## config.mk

```make
export PLATFORM = sky130hd
export DESIGN_NAME = xoodyak_result_collector
export DESIGN_NICKNAME = d
export VERILOG_FILES = /design/src/rtl/xoodyak_result_collector.sv
export SDC_FILE = /design/constraint.sdc
export NUM_CORES = 1
export LEC_CHECK = 0
export ABC_AREA = 1
export BUFFER_PORTS_ARGS = -buffer_cell sky130_fd_sc_hd__buf_2
export CAP_MARGIN = 15
export CORE_UTILIZATION = 59
export CTS_CLUSTER_DIAMETER = 30
export DETAILED_ROUTE_END_ITERATION = 7
export GPL_ROUTABILITY_DRIVEN = 0
export PLACE_DENSITY = 0.85
export SYNTH_ARGS = -nofsm -noshare
export SYNTH_HDL_FRONTEND = slang
export SYNTH_SLANG_ARGS = --single-unit
```

## constraint.sdc

```tcl
create_clock -name eph1 -period 13.1 [get_ports eph1]
set_input_delay 0 -clock eph1 [delete_from_list [all_inputs] [get_ports eph1]]
set_output_delay 0 -clock eph1 [all_outputs]
set_load 0.005 [all_outputs]
```

## src/rtl/xoodyak_result_collector.sv

```systemverilog
// Captures crypt/decrypt/squeeze results from xoodyak_build and streams them as 32-bit words.
// Latency: a capture at edge N shows its first word in cycle N+1; no same-cycle bypass.
// Backpressure: dout_ready low holds the current word stable; captures that arrive while full are dropped and flagged.
//
// Ports:
//   eph1, reset                  clock and synchronous active-high reset
//   finished, opmode, textout    completion pulse, op code and result block from the core
//   verify_en, exp_tag           enable and reference value for the squeeze tag compare
//   dout, dout_valid, dout_ready word stream handshake
//   dout_last, dout_kind         end-of-block marker and block type (0 crypt, 1 decrypt, 2 tag)
//   tag_ok, tag_fail             one-cycle compare result pulses
//   overflow                     sticky dropped-capture flag
//   fifo_count                   occupied block entries, 0..DEPTH
module xoodyak_result_collector #(
    parameter int DEPTH  = 4,
    parameter int WORD_W = 32
) (
    input  logic                     eph1,
    input  logic                     reset,
    input  logic                     finished,
    input  logic [3:0]               opmode,
    input  logic [191:0]             textout,
    input  logic                     verify_en,
    input  logic [127:0]             exp_tag,
    output logic [WORD_W-1:0]        dout,
    output logic                     dout_valid,
    input  logic                     dout_ready,
    output logic                     dout_last,
    output logic [1:0]               dout_kind,
    output logic                     tag_ok,
    output logic                     tag_fail,
    output logic                     overflow,
    output logic [$clog2(DEPTH):0]   fifo_count
);
    localparam int AW = $clog2(DEPTH);
    localparam int CW = AW + 1;

    logic [191:0]  r_data [DEPTH];
    logic [1:0]    r_kind [DEPTH];
    logic [AW-1:0] r_wr_ptr;
    logic [AW-1:0] r_rd_ptr;
    logic [CW-1:0] r_count;
    logic [2:0]    r_word;
    logic          r_tag_ok;
    logic          r_tag_fail;
    logic          r_overflow;

    logic [2:0]    w_op;
    logic          w_capture;
    logic          w_full;
    logic          w_push;
    logic          w_valid;
    logic [191:0]  w_head_data;
    logic [1:0]    w_head_kind;
    logic [2:0]    w_last_idx;
    logic [2:0]    w_slot;
    logic [31:0]   w_word;
    logic          w_xfer;
    logic          w_pop;
    logic          w_tag_match;
    logic          w_unused;

    assign w_unused  = opmode[3];
    assign w_op      = opmode[2:0];
    assign w_capture = finished && ((w_op == 3'd4) || (w_op == 3'd5) || (w_op == 3'd6));
    // Fullness is judged on the registered count, so a pop in the same cycle does not make room.
    assign w_full    = (r_count == CW'(DEPTH));
    assign w_push    = w_capture && !w_full;

    assign w_valid     = (r_count != '0);
    assign w_head_data = r_data[r_rd_ptr];
    assign w_head_kind = r_kind[r_rd_ptr];
    assign w_last_idx  = (w_head_kind == 2'd2) ? 3'd3 : 3'd5;
    // Tags live in the low 128 bits, so their word 0 sits at the third 32-bit slot from the top.
    assign w_slot      = (w_head_kind == 2'd2) ? (r_word + 3'd2) : r_word;
    assign w_xfer      = w_valid && dout_ready;
    assign w_pop       = w_xfer && (r_word == w_last_idx);
    assign w_tag_match = (textout[127:0] == exp_tag);

    always_comb begin
        w_word = '0;
        case (w_slot)
            3'd0:    w_word = w_head_data[191:160];
            3'd1:    w_word = w_head_data[159:128];
            3'd2:    w_word = w_head_data[127:96];
            3'd3:    w_word = w_head_data[95:64];
            3'd4:    w_word = w_head_data[63:32];
            3'd5:    w_word = w_head_data[31:0];
            default: w_word = '0;
        endcase
    end

    // Storage needs no reset: entries are only read while the count says they are occupied.
    always_ff @(posedge eph1) begin
        if (w_push) begin
            r_data[r_wr_ptr] <= (w_op == 3'd6) ? {64'd0, textout[127:0]} : textout;
            // Ops 4/5/6 map directly onto kinds 0/1/2 through their low two bits.
            r_kind[r_wr_ptr] <= w_op[1:0];
        end
    end

    always_ff @(posedge eph1) begin
        if (reset) begin
            r_wr_ptr   <= '0;
            r_rd_ptr   <= '0;
            r_count    <= '0;
            r_word     <= '0;
            r_tag_ok   <= 1'b0;
            r_tag_fail <= 1'b0;
            r_overflow <= 1'b0;
        end else begin
            if (w_push) begin
                r_wr_ptr <= r_wr_ptr + 1'b1;
            end
            if (w_capture && w_full) begin
                r_overflow <= 1'b1;
            end
            if (w_xfer) begin
                r_word <= w_pop ? 3'd0 : (r_word + 3'd1);
            end
            if (w_pop) begin
                r_rd_ptr <= r_rd_ptr + 1'b1;
            end
            case ({w_push, w_pop})
                2'b10:   r_count <= r_count + 1'b1;
                2'b01:   r_count <= r_count - 1'b1;
                default: r_count <= r_count;
            endcase
            // The compare runs even when the block itself is dropped on overflow.
            r_tag_ok   <= w_capture && (w_op == 3'd6) && verify_en && w_tag_match;
            r_tag_fail <= w_capture && (w_op == 3'd6) && verify_en && !w_tag_match;
        end
    end

    assign dout       = w_valid ? WORD_W'(w_word) : '0;
    assign dout_valid = w_valid;
    assign dout_last  = w_valid && (r_word == w_last_idx);
    assign dout_kind  = w_valid ? w_head_kind : 2'd0;
    assign tag_ok     = r_tag_ok;
    assign tag_fail   = r_tag_fail;
    assign overflow   = r_overflow;
    assign fifo_count = r_count;

endmodule

```

-- After elaboration in Yosys (flattened, before gate mapping)
Memories as Yosys holds them, arrays and structs flattened. A register that Yosys moved wholly into a read port is not among the register bits.
Index checks and enable logic that the tools add are counted.
- $mul: 0
- muxes and demuxes: 14
- shift operators: 0
- div/mod/pow operators: 0
- bitwise gates (word level): 0
- equality and inequality tests: 14
- order comparisons: 0
- add/subtract/negate cells: 6
- reductions and logical operators: 17
- operator list (kind ; number):
    192-bit two-way mux ; 1
    32-bit one-hot mux with 6 select lines ; 1
    128-bit equality test ; 1
    32-bit two-way mux ; 1
    3-bit equality test (second input constant) ; 6
    1-bit logical AND ; 10
    2-bit two-way mux ; 5
    3-bit two-way mux ; 3
    3-bit by 1-bit adder with 3-bit output (second input constant) ; 2
    3-bit by 2-bit equality test with 1-bit output (second input constant) ; 2
    3-bit one-hot mux with 2 select lines ; 1
    2-bit by 1-bit adder with 2-bit output (second input constant) ; 2
    2-bit equality test (second input constant) ; 2
    3-bit by 2-bit adder with 3-bit output (second input constant) ; 1
    3-bit by 1-bit equality test with 1-bit output (second input constant) ; 1
    3-bit equality test ; 1
    3-bit zero test ; 1
    3-bit nonzero test ; 1
    3-bit by 1-bit subtractor with 3-bit output (second input constant) ; 1
    2-bit by 1-bit equality test with 1-bit output (second input constant) ; 1
    1-bit zero test ; 2
    1-bit logical OR ; 2
    1-bit two-way mux ; 2
    2-bit nonzero test ; 1
- logic and storage cells: 60
- flip-flop bits (word level): 13
- output and inout port bits: 42
- bits in latches: 0
- bits in writable memories: 776
- memories: 2
- input port bits: 329
- bits in read-only memories: 0
- memories (memory ; words ; bits a word ; rd ports ; clocked after memory_dff ; write ports ; RTL line ; RTL):
    r_data ; 4 ; 192 ; 1 ; 1 ; 1 ; 38 ; logic [191:0] r_data [DEPTH];
    r_kind ; 4 ; 2 ; 1 ; 1 ; 1 ; 39 ; logic [1:0] r_kind [DEPTH];

-- Depth between registers and ports, before layout
- word-level depth: 7
- mapped depth: 19
- gate-level depth less buffers: 17

-- Least setup slack after synthesis
OpenSTA, ideal clock, no wires.
- path kind: register to register
- start: register r_count[1], in the netlist fifo_count[1]
- end: memory r_data[0][0], enable pin
- library setup time: 0.751 ns
- setup slack: 3.567 ns
- stages on the path, launching flop included: 5
- data required time: 12.349 ns
- arrival time: 8.782 ns
- clock period less this slack: 9.533 ns
- path buffers: 0
- path through: dfxtp_1 -> nor3_1 -> nor2_1 -> inv_1 -> nor2_1
- longest elaborated chain between the ends: 5
- RTL lines (what ; RTL line ; RTL):
    start, declared ; 42 ; logic [CW-1:0] r_count;
    start signal, assigned ; 125 ; 2'b10: r_count <= r_count + 1'b1;
    start signal, assigned ; 126 ; 2'b01: r_count <= r_count - 1'b1;
    start signal, assigned ; 127 ; default: r_count <= r_count;
    3-bit equality test ; 67 ; assign w_full = (r_count == CW'(DEPTH));
    1-bit zero test ; 68 ; assign w_push = w_capture && !w_full;
    1-bit logical AND ; 68 ;
    1-bit two-way mux ; 95 ; if (w_push) begin
    1-bit two-way mux ; 96 ; r_data[r_wr_ptr] <= (w_op == 3'd6) ? {64'd0, textout[127:0]} : textout;
    end, declared ; 38 ;
No other way between the ends.

==> flow_summary_export.csv <==
group,metric,value,unit
finish,final_area,42100,um^2
detailed_routing,wirelength_met1,34600,um
floorplan,dieArea,58000,um^2
critical_path,ff2ff_path_depth,17,
place,io_buffers,369,
finish,drive_above_1_share,17.8,%
cts,clock-sinks,791,
cts,postCtsSetupBuffers,0,
cts,cts_made_buffers,121,
global_routing,overflow,0,
critical_path,cp.arrival,4.94,ns
timing,tns,0,ns
critical_path,crit_family,"simple AND/OR/NAND/NOR gates",
cts,cts_hold_buf,207,
logic_synthesis,ys.flop_type,"edfxtp_1",
logic_synthesis,synth_area_leaders,"edfxtp_1 (69%), nor2_1 (6.4%), o21ai_0 (5.8%)",
timing,relSlewSlack,13.6,%
critical_path,critPathLaunchType,"flip-flop",
timing,clock_skew,0.0377,ns
timing,post-route-min-period,4.94,ns
power_and_ir_drop,vdd_ir_drop_max,0.000133,V
detailed_routing,vias_per_cell,6.19,
detailed_routing,drtIter0Drc,3729,
logic_synthesis,syn_nets,3223,
floorplan,start_util,59.7,%
hold_path,hold_class,"input pin to flip-flop",
global_routing,grt_first_pass_wirelength,147000,um
critical_path,path_cells,"clkinv_8 -> nand2_1 -> nand3_1 -> nand2_2 -> nand2_2 -> nand2_1 -> nand3_2 -> nor3_1 -> nor2_1 -> a21oi_1 -> buf_2",
cts,clkLatencyLatePin,0.68,ns
timing,hold_viol,0,
logic_synthesis,synth_async_sr_flop_share,0,%
detailed_routing,wirelength,101000,um
logic_synthesis,ys_warn_count,0,
status,status,"completed",
logic_synthesis,synth-seq-cells,791,
critical_path,crit_buf_inv,2,
logic_synthesis,ys_types,28,
place,post-dp-hpwl,54700,um
logic_synthesis,syn_area,33700,um^2
floorplan,die_h,241,um
floorplan,core-area,56400,um^2
detailed_routing,wl_met3,12100,um
timing,setup_ws,8.16,ns
floorplan,fp-row-count,87,
critical_path,cp_max_fo,277,
cts,htreeDepth,3,
global_routing,antenna_found_initial,0,
critical_path,crit_type,"flip-flop to output port",
power_and_ir_drop,p_per_area,152,nW/um^2
cts,clock_path_buffers,3,
timing,max_freq,203,MHz
logic_synthesis,ys_seq_area_share,70.1,%
timing,final.period_utilization,37.7,%
detailed_routing,detail-route-antenna-nets,0,
critical_path,cp-end-kind,"output port",
detailed_routing,top_layer,"met4",
timing,rsz0062_at_grt,"false",
finish,n_antenna_cell,0,
floorplan,ios,371,
detailed_routing,firstDrtPassIters,7,
place,pre_cts_ws,8.48,ns
logic_synthesis,synth-edff-count,776,
timing,setup_viol,0,
finish,syn_to_final_growth,25.2,%
finish,final_util,74.7,%
logic_synthesis,synth_commonest_cells,"edfxtp_1 (776), nor2_1 (576), o21ai_0 (393)",
power_and_ir_drop,p_total,6.40,mW
cts,cts_tree,"done",
finish,final_nets,3772,
critical_path,cp.required,13.10,ns
detailed_routing,via_count,26600,
detailed_routing,wl_met2,48400,um
logic_synthesis,yosysTopAreaCell,"edfxtp_1",
global_routing,grt_start_max_net_pins,278,
timing,report.final.slew_viol_count,0,
cts,root_buffer,"clkbuf_16",
global_routing,grt_pass1_vias,25700,
logic_synthesis,synth.avg_cell_area,11.7,um^2
cts,clkTransAtPathRegs,0.06,ns
detailed_routing,drc_errors,0,
logic_synthesis,synth_cells,2887,
place,placed_cell_area,36000,um^2
logic_synthesis,post-synth-top-count-cell,"edfxtp_1",
critical_path,worst_path_max_delay_cell,"clkinv_8",
finish,num-fill-cells,3154,
hold_path,holdPathStages,2,
cts,cts.repair.resized,0,
critical_path,crit_cells,11,
detailed_routing,avgRoutedWirePerCell,23.6,um
logic_synthesis,netlist.area_leader.share,69.2,%
timing,worst_pin_slew,1.30,ns
floorplan,die_w,241,um
power_and_ir_drop,p_leak,15.9,nW
global_routing,grt_util_all_layers,34.5,%
critical_path,critPathMaxStageDelay,0.76,ns
job,max_cap_violations,0,
==> metrics by stage <==
step / instances / hold WS (ns)
after floorplan: 2887 / 0.0724
after global placement: 3862 / 0.235
after detailed placement: 3862 / 0.247
after CTS: 4293 / 0.0728
after global routing: 4293 / 0.111
final: 4293 / 0.102
==> placed cells by master (no fill, tap or decap), types with 16 or more instances in the layout <==
cell type / count
edfxtp_1: 776
nor2_1: 569
o21ai_0: 393
buf_2: 369
dlygate4sd3_1: 207
o22ai_1: 192
inv_1: 183
nand2_1: 149
clkbuf_16: 123
nand3_1: 82
nor3_1: 77
nand4_1: 75
xnor2_1: 70
a21oi_1: 46
xor2_1: 39
buf_4: 31
clkinv_1: 17
inv_6: 16
==> cells by family (layout without fill, tap and decap cells) <==
logic type	Yosys count	after routing	synth area share [%]
xor+xnor	109	109	2.84
compound gates	633	633	10.1
fa+ha+maj	7	7	0.282
simple gates	979	979	12.2
flops	791	791	70.1
buf+inv	368	1018	4.40
==> path summary, 6_finish.rpt <==
check	start	to	slack, ns
worst max-delay path	flip-flop	dout[26]	8.16
worst min-delay path	textout[64]	r_data[3][64]	0.10
worst max register to register	flip-flop	fifo_count[2]	8.24
worst min register to register	r_wr_ptr[0]	r_wr_ptr[0]	0.54
==> layer usage <==
layer	global-route usage, %	vias to the layer above
met5	0	-
met4	21.5	0
met3	8.40	349
met2	55.2	2166
met1	42.5	12600
li1	-	11500
==> state kept, by name (all words and copies together), names as in the netlist, named ones only <==
signal,flops
tag_fail,1
fifo_count,3
r_rd_ptr,2
r_word,3
r_wr_ptr,2
r_kind,8
tag_ok,1
overflow,1
r_data,768
==> where the power goes <==
part / internal, mW / leakage, nW / switching, mW
registers: 2.84 / 7.16 / 0.0141
logic: 0.145 / 6.81 / 0.243
clock network: 1.98 / 1.94 / 1.18
==> final cells by class <==
class                           count  area, um^2  area share, %
Sequential cell                   791       23600           56.0
Multi-Input combinational cell   1728        8640           20.5
Timing Repair Buffer              608        4170           9.90
Clock buffer                      137        3160           7.50
Tap cell                          756         946           2.25
Clock inverter                     87         891           2.11
Inverter                          186         713           1.69
Note: power is estimated with default switching activity, not from simulation.
